===== config.mk =====
export PLATFORM = sky130hd
export DESIGN_NAME = product_drain
export DESIGN_NICKNAME = d
export VERILOG_FILES = /design/src/rtl/product_drain_pkg.sv /design/src/rtl/drain_accum.sv /design/src/rtl/product_drain.sv
export SDC_FILE = /design/constraint.sdc
export NUM_CORES = 1
export LEC_CHECK = 0
export CAP_MARGIN = 20
export CORE_UTILIZATION = 55
export CTS_CLUSTER_SIZE = 12
export DETAILED_ROUTE_END_ITERATION = 10
export PLACE_DENSITY_LB_ADDON = 0.05
export SETUP_SLACK_MARGIN = 0.2
export SLEW_MARGIN = 20
export SYNTH_ARGS = -nofsm -noshare
export SYNTH_HDL_FRONTEND = slang
export SYNTH_SLANG_ARGS = --single-unit

===== constraint.sdc =====
create_clock -name clk -period 6.7 [get_ports clk]
set_clock_uncertainty 0.05 [all_clocks]
set_input_delay 1.34 -clock clk [delete_from_list [all_inputs] [get_ports clk]]
set_output_delay 1.34 -clock clk [all_outputs]
set_load 0.005 [all_outputs]

===== src/rtl/product_drain_pkg.sv =====
// Shared definitions for the product drain block and the upstream multiplier:
// FSM state encoding and default geometry.
package product_drain_pkg;

    localparam int DEF_LOGDEPTH = 6;
    localparam int DEF_WIDTH    = 32;

    typedef enum logic [1:0] {
        IDLE    = 2'd0,
        REQ     = 2'd1,
        COLLECT = 2'd2,
        DONE    = 2'd3
    } drain_state_t;

endpackage


===== src/rtl/drain_accum.sv =====
// Running sum / max / count of the current burst. The *_next outputs show the
// values including the beat presented this cycle, so a burst can close on it.
module drain_accum
    import product_drain_pkg::*;
#(
    parameter int LOGDEPTH = DEF_LOGDEPTH,
    parameter int WIDTH    = DEF_WIDTH
) (
    input  logic                      clk,
    input  logic                      rst,
    input  logic                      clear,
    input  logic                      enable,
    input  logic [WIDTH-1:0]          data,
    output logic [WIDTH+LOGDEPTH-1:0] sum_next,
    output logic [WIDTH-1:0]          max_next,
    output logic [LOGDEPTH:0]         count_next
);

    localparam logic [LOGDEPTH:0] COUNT_ONE = {{LOGDEPTH{1'b0}}, 1'b1};

    logic [WIDTH+LOGDEPTH-1:0] sum_reg;
    logic [WIDTH-1:0]          max_reg;
    logic [LOGDEPTH:0]         count_reg;

    always_comb begin
        sum_next   = sum_reg;
        max_next   = max_reg;
        count_next = count_reg;
        if (enable) begin
            sum_next   = sum_reg + {{LOGDEPTH{1'b0}}, data};
            // Strictly greater: an equal beat leaves the max untouched.
            max_next   = (data > max_reg) ? data : max_reg;
            count_next = count_reg + COUNT_ONE;
        end
    end

    always_ff @(posedge clk or negedge rst) begin
        if (!rst) begin
            sum_reg   <= '0;
            max_reg   <= '0;
            count_reg <= '0;
        end else if (clear) begin
            sum_reg   <= '0;
            max_reg   <= '0;
            count_reg <= '0;
        end else if (enable) begin
            sum_reg   <= sum_next;
            max_reg   <= max_next;
            count_reg <= count_next;
        end
    end

endmodule


===== src/rtl/product_drain.sv =====
// Drains one block of products from the multiplier as a burst of beats and
// presents its sum, max and beat count to a consumer.
module product_drain
    import product_drain_pkg::*;
#(
    parameter int LOGDEPTH = DEF_LOGDEPTH,
    parameter int WIDTH    = DEF_WIDTH
) (
    input  logic                      clk,
    input  logic                      rst,
    input  logic                      EN_drain,
    output logic                      RDY_drain,
    output logic                      EN_blockRead,
    input  logic                      VALID_memVal,
    input  logic [WIDTH-1:0]          memVal_data,
    output logic                      RDY_result,
    input  logic                      EN_result,
    output logic [WIDTH+LOGDEPTH-1:0] result_sum,
    output logic [WIDTH-1:0]          result_max,
    output logic [LOGDEPTH:0]         result_count
);

    localparam logic [LOGDEPTH:0] COUNT_FULL = {1'b1, {LOGDEPTH{1'b0}}};

    drain_state_t state_reg;
    drain_state_t state_next;

    logic                      acc_clear;
    logic                      acc_enable;
    logic                      latch_result;
    logic [WIDTH+LOGDEPTH-1:0] sum_next;
    logic [WIDTH-1:0]          max_next;
    logic [LOGDEPTH:0]         count_next;

    drain_accum #(
        .LOGDEPTH (LOGDEPTH),
        .WIDTH    (WIDTH)
    ) u_accum (
        .clk        (clk),
        .rst        (rst),
        .clear      (acc_clear),
        .enable     (acc_enable),
        .data       (memVal_data),
        .sum_next   (sum_next),
        .max_next   (max_next),
        .count_next (count_next)
    );

    always_ff @(posedge clk or negedge rst) begin
        if (!rst) begin
            state_reg <= IDLE;
        end else begin
            state_reg <= state_next;
        end
    end

    always_comb begin
        state_next = state_reg;
        unique case (state_reg)
            IDLE: begin
                if (EN_drain) state_next = REQ;
            end
            REQ: begin
                if (VALID_memVal) begin
                    state_next = (count_next == COUNT_FULL) ? DONE : COLLECT;
                end
            end
            COLLECT: begin
                // Burst closes on the first gap or on the beat that fills the block.
                if (!VALID_memVal || (count_next == COUNT_FULL)) state_next = DONE;
            end
            DONE: begin
                if (EN_result) state_next = EN_drain ? REQ : IDLE;
            end
            default: state_next = IDLE;
        endcase
    end

    always_comb begin
        RDY_drain    = (state_reg == IDLE);
        EN_blockRead = (state_reg == REQ);
        RDY_result   = (state_reg == DONE);
        acc_clear    = ((state_reg == IDLE) && EN_drain) ||
                       ((state_reg == DONE) && EN_result && EN_drain);
        acc_enable   = VALID_memVal && ((state_reg == REQ) || (state_reg == COLLECT));
        latch_result = ((state_reg == REQ) || (state_reg == COLLECT)) && (state_next == DONE);
    end

    always_ff @(posedge clk or negedge rst) begin
        if (!rst) begin
            result_sum   <= '0;
            result_max   <= '0;
            result_count <= '0;
        end else if (latch_result) begin
            result_sum   <= sum_next;
            result_max   <= max_next;
            result_count <= count_next;
        end
    end

endmodule


== Yosys cells after proc, flatten, opt, wreduce, memory -nomap -nowiden ==
Index checks and enable logic that the tools add are counted.
Word-level totals
  flip-flop bits (word level): 156
  bits of input ports: 37
  output and inout port bits: 80
  logic and storage cells: 43
Cells by class
  add/subtract/negate cells: 2
  order comparisons: 1
  eq/ne operators: 5
  multiplexer cells: 17
  reduce and logical (&&, ||, !) cells: 11
Operators with widths (number)
  $mux 32: 4
  $mux 38: 3
  $add 38x32->38: 1
  $gt 32x32->1: 1
  $mux 7: 3
  $mux 2: 4
  $pmux 2 s4: 1
  $add 7x1->7 const B: 1
  $eq 7x7->1 const B: 1
  $eq 2x2->1 const B: 3
  $logic_and 1x1->1: 5
  $logic_or 1x1->1: 3
  $eq 2x1->1 const B: 1
  $logic_not 2->1: 1
  $mux 1: 2
  $reduce_bool 2->1: 1
  $logic_not 1->1: 1

== Depth between registers and ports, before layout ==
Gate-level depths: netlist (run 1).
  depth in word-level cells: 10
  depth in mapped cells: 13
  mapped depth without buffers: 11

== Hierarchy ==
Synthesis (run 1) repeated with hierarchy kept, for this count alone.
Second synthesis, totals
  cells, all modules: 968
  area, all modules: 9977.1 um^2
By module, submodules not included
  drain_accum: instances 1, cells an instance 777, area an instance 6761.5 um^2, sequential area each 1926.8 um^2
  product_drain: instances 1, cells an instance 191, area an instance 3215.6 um^2, sequential area each 1976.9 um^2

== Worst setup path before layout (run 1) ==
OpenSTA, ideal clock, no wires.
  path kind: input to register
  from: input memVal_data[0]
  to: register result_sum[22]
  library setup time: 82 ps
  arrival: 3592 ps
  data required time: 6568 ps
  slack: 2976 ps
  stages on the path: 11
  buffers on the path: 0
  path through: ha_1 fa_1 a211o_1 o211ai_1 a2111oi_2 a21oi_2 o21ai_2 a21o_1 a2111oi_2 a31oi_1 a31oi_1
On the way
  cells in the longest elaborated chain, start to end: 2
RTL lines
  start, declared: line product_drain.sv:15  | input logic [WIDTH-1:0] memVal_data,
  $add 38x32->38: line drain_accum.sv:30  | sum_next = sum_reg + {{LOGDEPTH{1'b0}}, data};
  $mux 38: line drain_accum.sv:29  | if (enable) begin
  end signal, assigned: line product_drain.sv:95  | result_sum <= sum_next;
  end, declared: line product_drain.sv:18  | output logic [WIDTH+LOGDEPTH-1:0] result_sum,
No other way between the ends.
A chain may end at the register's enable or synchronous reset.

== Final worst setup path (run 1) ==
  from: input memVal_data[14]
  to: register result_max[5]
On the way
  cells in the longest elaborated chain, start to end: 3
RTL lines
  $gt 32x32->1: line drain_accum.sv:32  | max_next = (data > max_reg) ? data : max_reg;
  $mux 32: line drain_accum.sv:32
  $mux 32: line drain_accum.sv:29
  end signal, assigned: line product_drain.sv:96  | result_max <= max_next;
  end, declared: line product_drain.sv:19  | output logic [WIDTH-1:0] result_max,
No other way between the ends.

==> results of run 1 <==
## worst max-delay path: cells and delay by family
| family | cells | cell delay, ps |
|---|---|---|
| muxes | 1 | 260 |
| buffers and inverters | 2 | 860 |
| and+or+nand+nor | 4 | 1020 |
| AOI/OAI and AO/OA | 3 | 920 |
| adders and majority gates | 1 | 330 |
## cell families after synthesis
group,after synthesis
simple gates,308
buf+inv,85
compound gates,252
fa+ha+maj,70
flops,156
mux,48
xor+xnor,30
## worst min-delay path by stage
stage                         from             end  slack, ps  cells after the start
floorplan           result_sum[37]  result_sum[37]        420                      2
global placement    result_max[26]  result_max[26]        410                      2
detailed placement  result_max[29]  result_max[29]        420                      2
CTS                 result_max[29]  result_max[29]        430                      2
global route        result_max[18]  result_max[18]        460                      2
finish              result_max[18]  result_max[18]        430                      2
## area by class of cell
cell class / count / area share, %
Clock buffer: 19 / 4.19
Sequential cell: 156 / 36.1
Timing Repair Buffer: 125 / 11.4
Multi-Input combinational cell: 708 / 42.5
Tap cell: 216 / 2.50
Inverter: 46 / 1.67
Clock inverter: 13 / 1.65
## placed cells by master, fill, tap and decap left out, drive strengths merged, types with 28 or more instances in the layout
master / instances
o21ai: 100
inv: 51
a21o: 28
nor2: 116
ha: 69
a21oi: 61
mux2i: 47
clkdlybuf4s50: 115
nand2: 99
dfrtp: 156
## power groups by stage
stage          sequential, mW  clock (mW)  combinational [mW]
2_1_floorplan            1.42           0                1.63
3_3_place_gp             1.45           0                2.32
3_5_place_dp             1.45           0                2.37
4_1_cts                  1.44        1.05                2.39
5_1_grt                  1.47        1.09                2.65
6_report                 1.44        1.04                2.38
## per-layer routing
metal	global-route usage (%)	part of all wire, %	wire [um]
met1	38.2	49	10200
met2	41.3	46	9570
met3	5.86	4.6	965
met4	6.85	1.2	261
met5	0	0	0
==> reports/results.ini, run 1 <==
[timing]
drv_slew = 0
tightest_slew_ps = 886
period_share_pct = 67.5
setup_tns_ps = 0
rsz0062_at_grt = false
setup_violations = 0
period_minus_slack_ps = 4520
whs_ps = 426
relSlewSlack_pct = 40.9
clock.fmax_ghz = 0.221
fin_ws_ps = 2180
final_hold_viol_count = 0

[place]
post-place-ws_ps = 1740
gp_congestion = 0.889
placement.cell_area_mm2 = 0.0102
placedCellCount = 1251
portBuffers = 116
dp_hpwl_mm = 14.8

[drt]
drtIter0Drc = 425
drtAntennaViolNets = 0
wl_per_cell_um = 16.4
wirelength_mm = 21.0
vias_per_cell = 5.62
post-route-drc-count = 0
drtPass1Iterations = 5
vias = 7209

[floorplan]
ios = 117
start_util_pct = 56.1
rows = 46
die_h_um = 129
die_width_um = 129
die-area_mm2 = 0.0167
core_area_mm2 = 0.0158

[power_and_ir_drop]
power_frac_comb_pct = 49.0
finalPower_mw = 4.85
cellLeakagePower_nw = 4.91
powerDensity_mw_per_mm2 = 449
sequentialPowerShare_pct = 29.6
switching_share_pct = 40.3
p_clk_share_pct = 21.3
ir_drop_v = 0.000230
p_sw_mw = 1.95
p_int_mw = 2.90

[logic_synthesis]
syn_nets = 1056
synth_top_area_cell = dfrtp_1
synth_cells = 949
synthMuxAreaShare_pct = 5.42
synth-seq-cells = 156
synth_area_per_cell_um2 = 9.36
yosys_warnings = 0
synth_edf_count = 0
synthTopCellsByArea = dfrtp_1 (44%), ha_1 (9.7%), mux2i_1 (5.3%), nor2_1 (4.9%), nand2_1 (4.2%)
yosysSeqAreaShare_pct = 43.9
synth-xor-area-share_pct = 2.96
synth-async-reset-ratio_pct = 100
yosys.area_share.adder_pct = 9.94
synth_common_cells = dfrtp_1 (156), nor2_1 (116), nand2_1 (99)
yosysMostFrequentCell = dfrtp_1
synth-compound-area-share_pct = 17.9
ys_types = 65
synth_simple_gate_area_share_pct = 15.5
netlist_area_mm2 = 0.00888
synth_top_area_share_pct = 43.9
synth_ff_type = dfrtp_1
synth_top_family_by_area = compound AO/OA/AOI/OAI gates

[critical_path]
crit_arrival_ps = 4750
slowest_stage = a211oi_4
critPathRequiredTime_ps = 6930
r2r-end = result_max[5]
regToRegStartpoint = state_reg[0]
reg2reg_depth = 10
cp-endpoint = result_max[5]
path_max_fanout = 13
r2r_slack_ps = 2960
path_class = input pin to register
crit_chain = clkdlybuf4s50_1 > ha_1 > nand3_1 > nor3_1 > nand3_1 > nor2_1 > a211oi_1 > a211oi_4 > buf_4 > mux2i_1 > o21ai_0
crit_path_start = memVal_data[14]
max_stage_delay_ps = 700
cp-end-kind = register
cp-start-kind = input pin
cpMostUsedCell = nand3_1

[grt]
grt_remaining_overflow = 0
grt_first_pass_wirelength_mm = 34.3
antenna_found_initial = 0
grt_start_max_net_pins = 94
grt.total_usage_pct = 26.7
grt_pass1_vias = 6815

[clock_network]
cts_resized = 0
cts_max_level = 4
root_buffer = clkbuf_16
postCtsSetupRepairBufs = 0
clock_latency_ps = 430
hold_buffers = 0
clkTransAtPathRegs_ps = 60
clock-sinks = 156
clockBufferDepth = 2
cts_tree = yes
cts_buffers = 17

[run_status]
status = complete, no violations

[final_layout]
design.final.nets = 1161
fillers = 1324
diodes = 0
design_area_mm2 = 0.0108
area_growth_pct = 21.8
drive_gt1_share_pct = 6.28
stdcell_count = 1283
regArea_mm2 = 0.00390
multi_input_area_mm2 = 0.00460
fin_util_pct = 68.3

[min_path]
hold_class = register to register

[run]
drv_cap = 0

No activity file was read; power rests on OpenSTA's default activity.
==> run 2, diff against run 1 <==
Clock period 6.7 ns to 4.7 ns, I/O delays scaled along.
==> run 2 against run 1 <==
Via count decreased by 0.85%. Sequential power increased by 42%. Critical path depth increased by 1. Wire length decreased by 0.55%. Power is 41% higher. Hold slack got worse by 1.4 ps. Critical path type unchanged.
==> reports/results.ini, run 2 (same netlist as run 1, synthesis figures left out) <==
[place]
placement.cell_area_mm2 = 0.0103  ; +0.76%
gp_congestion = 0.865  ; -2.7%
portBuffers = 116  ; unchanged
dp_hpwl_mm = 14.8  ; +0.30%

[critical_path]
regToRegStartpoint = state_reg[0]
path_class = input pin to register
cp-end-kind = register
path_max_fanout = 32  ; +19
r2r-end = result_sum[13]
r2r_slack_ps = 1420  ; -1540 ps
crit_arrival_ps = 4110  ; -640 ps
cp-endpoint = u_accum.max_reg[7]
crit_path_start = memVal_data[25]
reg2reg_depth = 12  ; +2
cp-start-kind = input pin
critPathRequiredTime_ps = 4940  ; -1990 ps

[final_layout]
final_cell_mix = dfrtp_1 (156), nor2_1 (116), clkdlybuf4s50_1 (115)
diodes = 0  ; unchanged
design_area_mm2 = 0.0108  ; +0.23%
fillers = 1291  ; -2.5%
drive_gt1_share_pct = 6.45  ; +0.18 points
layout_commonest_cell = dfrtp_1
area_growth_pct = 22.1
design.final.nets = 1163  ; +0.17%

[floorplan]
die_h_um = 129  ; unchanged
ios = 117  ; unchanged
rows = 46  ; unchanged
start_util_pct = 56.1  ; unchanged
core_area_mm2 = 0.0158  ; unchanged
die-area_mm2 = 0.0167  ; unchanged
die_width_um = 129  ; unchanged

[clock_network]
hold_buffers = 0  ; unchanged
root_buffer = clkbuf_16
postCtsSetupRepairBufs = 0  ; unchanged
cts_tree = yes
cts_max_level = 4  ; unchanged
clock_latency_ps = 440  ; about the same
cts_resized = 0  ; unchanged
clkTransAtPathRegs_ps = 60  ; about the same
cts_buffers = 17  ; unchanged
clockBufferDepth = 2  ; unchanged
clock-sinks = 156  ; unchanged

[power_and_ir_drop]
cellLeakagePower_nw = 4.92  ; +0.19%
p_int_mw = 4.09  ; +41%
switching_share_pct = 40.3  ; about the same
ir_drop_v = 0.000341  ; +48%
powerDensity_mw_per_mm2 = 632  ; +41%
p_clk_share_pct = 19.7  ; -1.6 points
sequentialPowerShare_pct = 29.9  ; +0.3 points
p_sw_mw = 2.76  ; +41%
power_frac_comb_pct = 50.3  ; +1.3 points

[drt]
drtAntennaViolNets = 0  ; unchanged
wl_per_cell_um = 16.3  ; -0.71%
drtPass1Iterations = 5  ; unchanged
vias_per_cell = 5.56  ; -1.0%
drtIter0Drc = 441  ; +3.8%
wirelength_mm = 20.9  ; -0.55%
post-route-drc-count = 0  ; unchanged
vias = 7148  ; -0.85%

[grt]
grt_remaining_overflow = 0  ; unchanged
met1_usage_pct = 36.4  ; -1.9 points
busiest_layer = met2
grt_start_max_net_pins = 88  ; -6.4%
antenna_found_initial = 0  ; unchanged
grt_pass1_vias = 6896  ; +1.2%
met2_usage_pct = 43.6  ; +2.4 points
grt_first_pass_wirelength_mm = 34.3  ; -0.10%
grt.total_usage_pct = 26.8  ; +0.11 points
grt_use_met3_pct = 5.08  ; -0.78 points

[timing]
final_hold_viol_count = 0  ; unchanged
drv_slew = 0  ; unchanged
rsz0062_at_grt = false
clock.fmax_ghz = 0.258
period_share_pct = 82.4
setup_violations = 0  ; unchanged
relSlewSlack_pct = 39.7  ; -1.2 points
tightest_slew_ps = 895  ; +8.79 ps
setup_tns_ps = 0  ; unchanged
period_minus_slack_ps = 3870

[min_path]
holdPathStages = 2  ; unchanged
hold_class = register to register

[run_status]
status = complete, no violations

[run]
drv_cap = 0  ; unchanged

[run 2: worst min-delay path by stage]
stage,startpoint,endpoint,slack (ps)
global route,result_max[16],result_max[16],460
global placement,result_max[19],result_max[19],410
floorplan,result_sum[37],result_sum[37],420
detailed placement,result_max[19],result_max[19],420
CTS,result_max[19],result_max[19],430
finish,result_max[19],result_max[19],420
[run 2: per-layer routing]
| metal | share of wire, % | vias up |
|---|---|---|
| met4 | 1.7 | 0 |
| li1 | - | 3556 |
| met3 | 4.2 | 25 |
| met2 | 46 | 172 |
| met5 | 0 | - |
| met1 | 48 | 3395 |
[run 2: final cells by class]
cell class	instances	area, um2	share of cell area [%]
multi-input cells	708	4600	42.4
flip-flops and latches	156	3900	36.0
repair buffers	127	1310	12.1
clock buffers	20	467	4.30
well taps	216	270	2.49
inverters	46	180	1.66
clock inverters	12	113	1.04
[run 2: power groups by stage]
stage	Sequential, mW	Clock [mW]	Combinational, mW
3_3_place_gp	2.06	0	3.37
6_report	2.05	1.35	3.45
3_5_place_dp	2.07	0	3.44
4_1_cts	2.05	1.37	3.47
5_1_grt	2.10	1.42	3.86
2_1_floorplan	2.03	0	2.32
[run 2: metrics by stage]
step | utilization, % | total power [mW] | std cells | hold slack, ps | setup WS, ps
final | 68.5 | 6.85 | 1285 | 424 | 827
after detailed placement | 64.8 | 5.51 | 1253 | 419 | 360
after CTS | 68.5 | 6.90 | 1285 | 433 | 843
after floorplan | - | 4.35 | 949 | 420 | 1380
after global routing | 68.5 | 7.39 | 1285 | 462 | 674
after global placement | 64.8 | 5.43 | 1253 | 411 | 392
[run 2: worst max-delay path, stage by stage]
cell and delay (ps):
clkdlybuf4s50_1 500, ha_1 360, nand4_1 90, nor2_1 210, nand4_1 180, or3_1 510, a21oi_1 230, a211oi_1 120
a211oi_4 270, buf_12 300, mux2i_1 300, nor2_1 80
==> run 3, diff against run 2 <==
Clock period 4.7 ns to 3.6 ns, I/O delays scaled along.
==> run 3 against run 2 <==
Register-to-register slack got worse by 910 ps. Combinational power rose by 43%. Core utilization rose by 4.8 points. Global-route usage rose by 0.45 points. Power rose by 38%. Setup slack got worse by 590 ps. Design area rose by 7.0%. Die area did not move. Clock power rose by 37%. Sequential share of layout area fell by 2.4 points.
==> reports/results.ini, run 3 (same netlist as run 1, synthesis figures left out) <==
[run_status]
status = complete, no violations

[grt]
grt_first_pass_wirelength_mm = 35.4  ; +3.3%
grt_start_max_net_pins = 68  ; -23%
grt_pass1_vias = 7127  ; +3.3%
grt_remaining_overflow = 0  ; unchanged
grt.total_usage_pct = 27.3  ; +0.45 points
antenna_found_initial = 0  ; unchanged

[timing]
drv_slew = 0  ; unchanged
period_share_pct = 93.5
setup_tns_ps = 0  ; unchanged
tightest_slew_ps = 609  ; -286 ps
final_hold_viol_count = 0  ; unchanged
clock.fmax_ghz = 0.297
rsz0062_at_grt = true
period_minus_slack_ps = 3360
relSlewSlack_pct = 59.4  ; +20 points
setup_violations = 0  ; unchanged

[final_layout]
drive_gt1_share_pct = 13.4  ; +7.0 points
final_cell_mix = dfrtp_1 (156), nor2_1 (114), clkdlybuf4s50_1 (110)
regArea_mm2 = 0.00390  ; unchanged
design_area_mm2 = 0.0116  ; +7.0%
layout_commonest_cell = dfrtp_1
diodes = 0  ; unchanged
fillers = 1208  ; -6.4%
multi_input_area_mm2 = 0.00480  ; +4.3%
area_growth_pct = 30.6
design.final.nets = 1225  ; +5.3%

[clock_network]
clock-sinks = 156  ; unchanged
clock_latency_ps = 430  ; about the same
hold_buffers = 0  ; unchanged
clockBufferDepth = 2  ; unchanged
cts_buffers = 17  ; unchanged
clkTransAtPathRegs_ps = 60  ; about the same
cts_max_level = 4  ; unchanged
root_buffer = clkbuf_16
cts_tree = yes

[floorplan]
start_util_pct = 56.1  ; unchanged
core_area_mm2 = 0.0158  ; unchanged
ios = 117  ; unchanged
die_h_um = 129  ; unchanged
rows = 46  ; unchanged
die_width_um = 129  ; unchanged
die-area_mm2 = 0.0167  ; unchanged

[critical_path]
cp-end-kind = register
cp-start-kind = input pin
regToRegStartpoint = state_reg[0]
path_class = input pin to register
r2r_slack_ps = 510  ; -910 ps
r2r-end = result_sum[17]
crit_arrival_ps = 3610  ; -500 ps
path_max_fanout = 6  ; -81%
reg2reg_depth = 12  ; unchanged
critPathRequiredTime_ps = 3850  ; -1090 ps

[drt]
wl_per_cell_um = 16.1  ; -1.3%
vias_per_cell = 5.48  ; -1.4%
drtPass1Iterations = 4  ; -1
vias = 7386  ; +3.3%
wirelength_mm = 21.6  ; +3.4%
drtIter0Drc = 491  ; +11%
post-route-drc-count = 0  ; unchanged
drtAntennaViolNets = 0  ; unchanged

[power_and_ir_drop]
finalPower_mw = 9.48  ; +38%
ir_drop_v = 0.000448  ; +31%
cellLeakagePower_nw = 5.30  ; +7.8%
powerDensity_mw_per_mm2 = 817  ; +29%

[place]
gp_congestion = 0.874  ; +1.1%
dp_hpwl_mm = 15.7  ; +5.8%
placement.cell_area_mm2 = 0.0107  ; +4.2%
portBuffers = 116  ; unchanged

[run]
drv_cap = 0  ; unchanged

[min_path]
hold_class = input pin to async pin

==> run 3: changes by cell type in the layout (fill, tap and decap cells not counted), moves of 5 or more <==
cell             before  now
buf_4                 6   63
clkdlybuf4s50_1     115  110
dlymetal6s2s_1        0    5
ha_1                 69   64
mux2i_1              47   41
==> run 3: how the worst max path moves through the flow <==
stage / cells past startpoint / startpoint / to / slack (ps)
floorplan: 11 / memVal_data[0] / result_sum[22] / 500
global placement: 12 / memVal_data[0] / result_sum[36] / -190
detailed placement: 12 / memVal_data[25] / result_max[0] / -230
CTS: 12 / memVal_data[25] / u_accum.max_reg[23] / 220
global route: 13 / memVal_data[25] / result_max[1] / 150
finish: 13 / memVal_data[25] / result_max[3] / 240
==> run 3: routing by layer <==
layer / wire length [um] / up-vias / global-route usage (%) / share of wire, %
li1: - / 3667 / - / -
met1: 10400 / 3541 / 38.6 / 48
met2: 9900 / 157 / 43.1 / 46
met3: 1070 / 21 / 5.33 / 4.9
met4: 289 / 0 / 6.99 / 1.3
met5: 0 / - / 0 / 0
==> run 3: area by class of cell <==
class	count	area share, %
flip-flops and latches	156	33.6
inverters	46	1.55
repair buffers	189	15.9
multi-input cells	708	41.3
well taps	216	2.33
clock buffers	21	4.14
clock inverters	11	1.14
==> run 3: critical path: stages <==
cell,delay (ps)
clkdlybuf4s50_1,480
ha_4,330
nand4_1,110
nor2_2,160
nand4_1,130
or3_4,420
a21oi_2,140
a211oi_2,70
a211oi_4,370
buf_6,190
clkbuf_16,160
mux2i_1,230
o21ai_0,100
==> run 3: report_power, final <==
group	internal (mW)	leakage, nW	switching, mW
registers	2.34	2.05	0.345
clock network	1.10	0.285	0.747
logic	2.30	2.97	2.65
total	5.74	5.30	3.74
==> run 3: per-stage QoR <==
step / util (%) / setup WS, ps / hold slack, ps / std cells
6_report: 73.3 / 236 / 213 / 1347
5_1_grt: 73.3 / 145 / 258 / 1347
4_1_cts: 71.5 / 220 / 244 / 1342
3_5_place_dp: 67.6 / -228 / 419 / 1309
3_3_place_gp: 67.6 / -187 / 411 / 1309
2_1_floorplan: - / 496 / 374 / 949
==> run 3: timing repair <==
action	CTS	global route
setup buffers	1	3
resized for setup	1	36
gates cloned	0	2
pin swaps	3	20
endpoints found under the hold margin	0	0
endpoints found under the setup margin	1	84
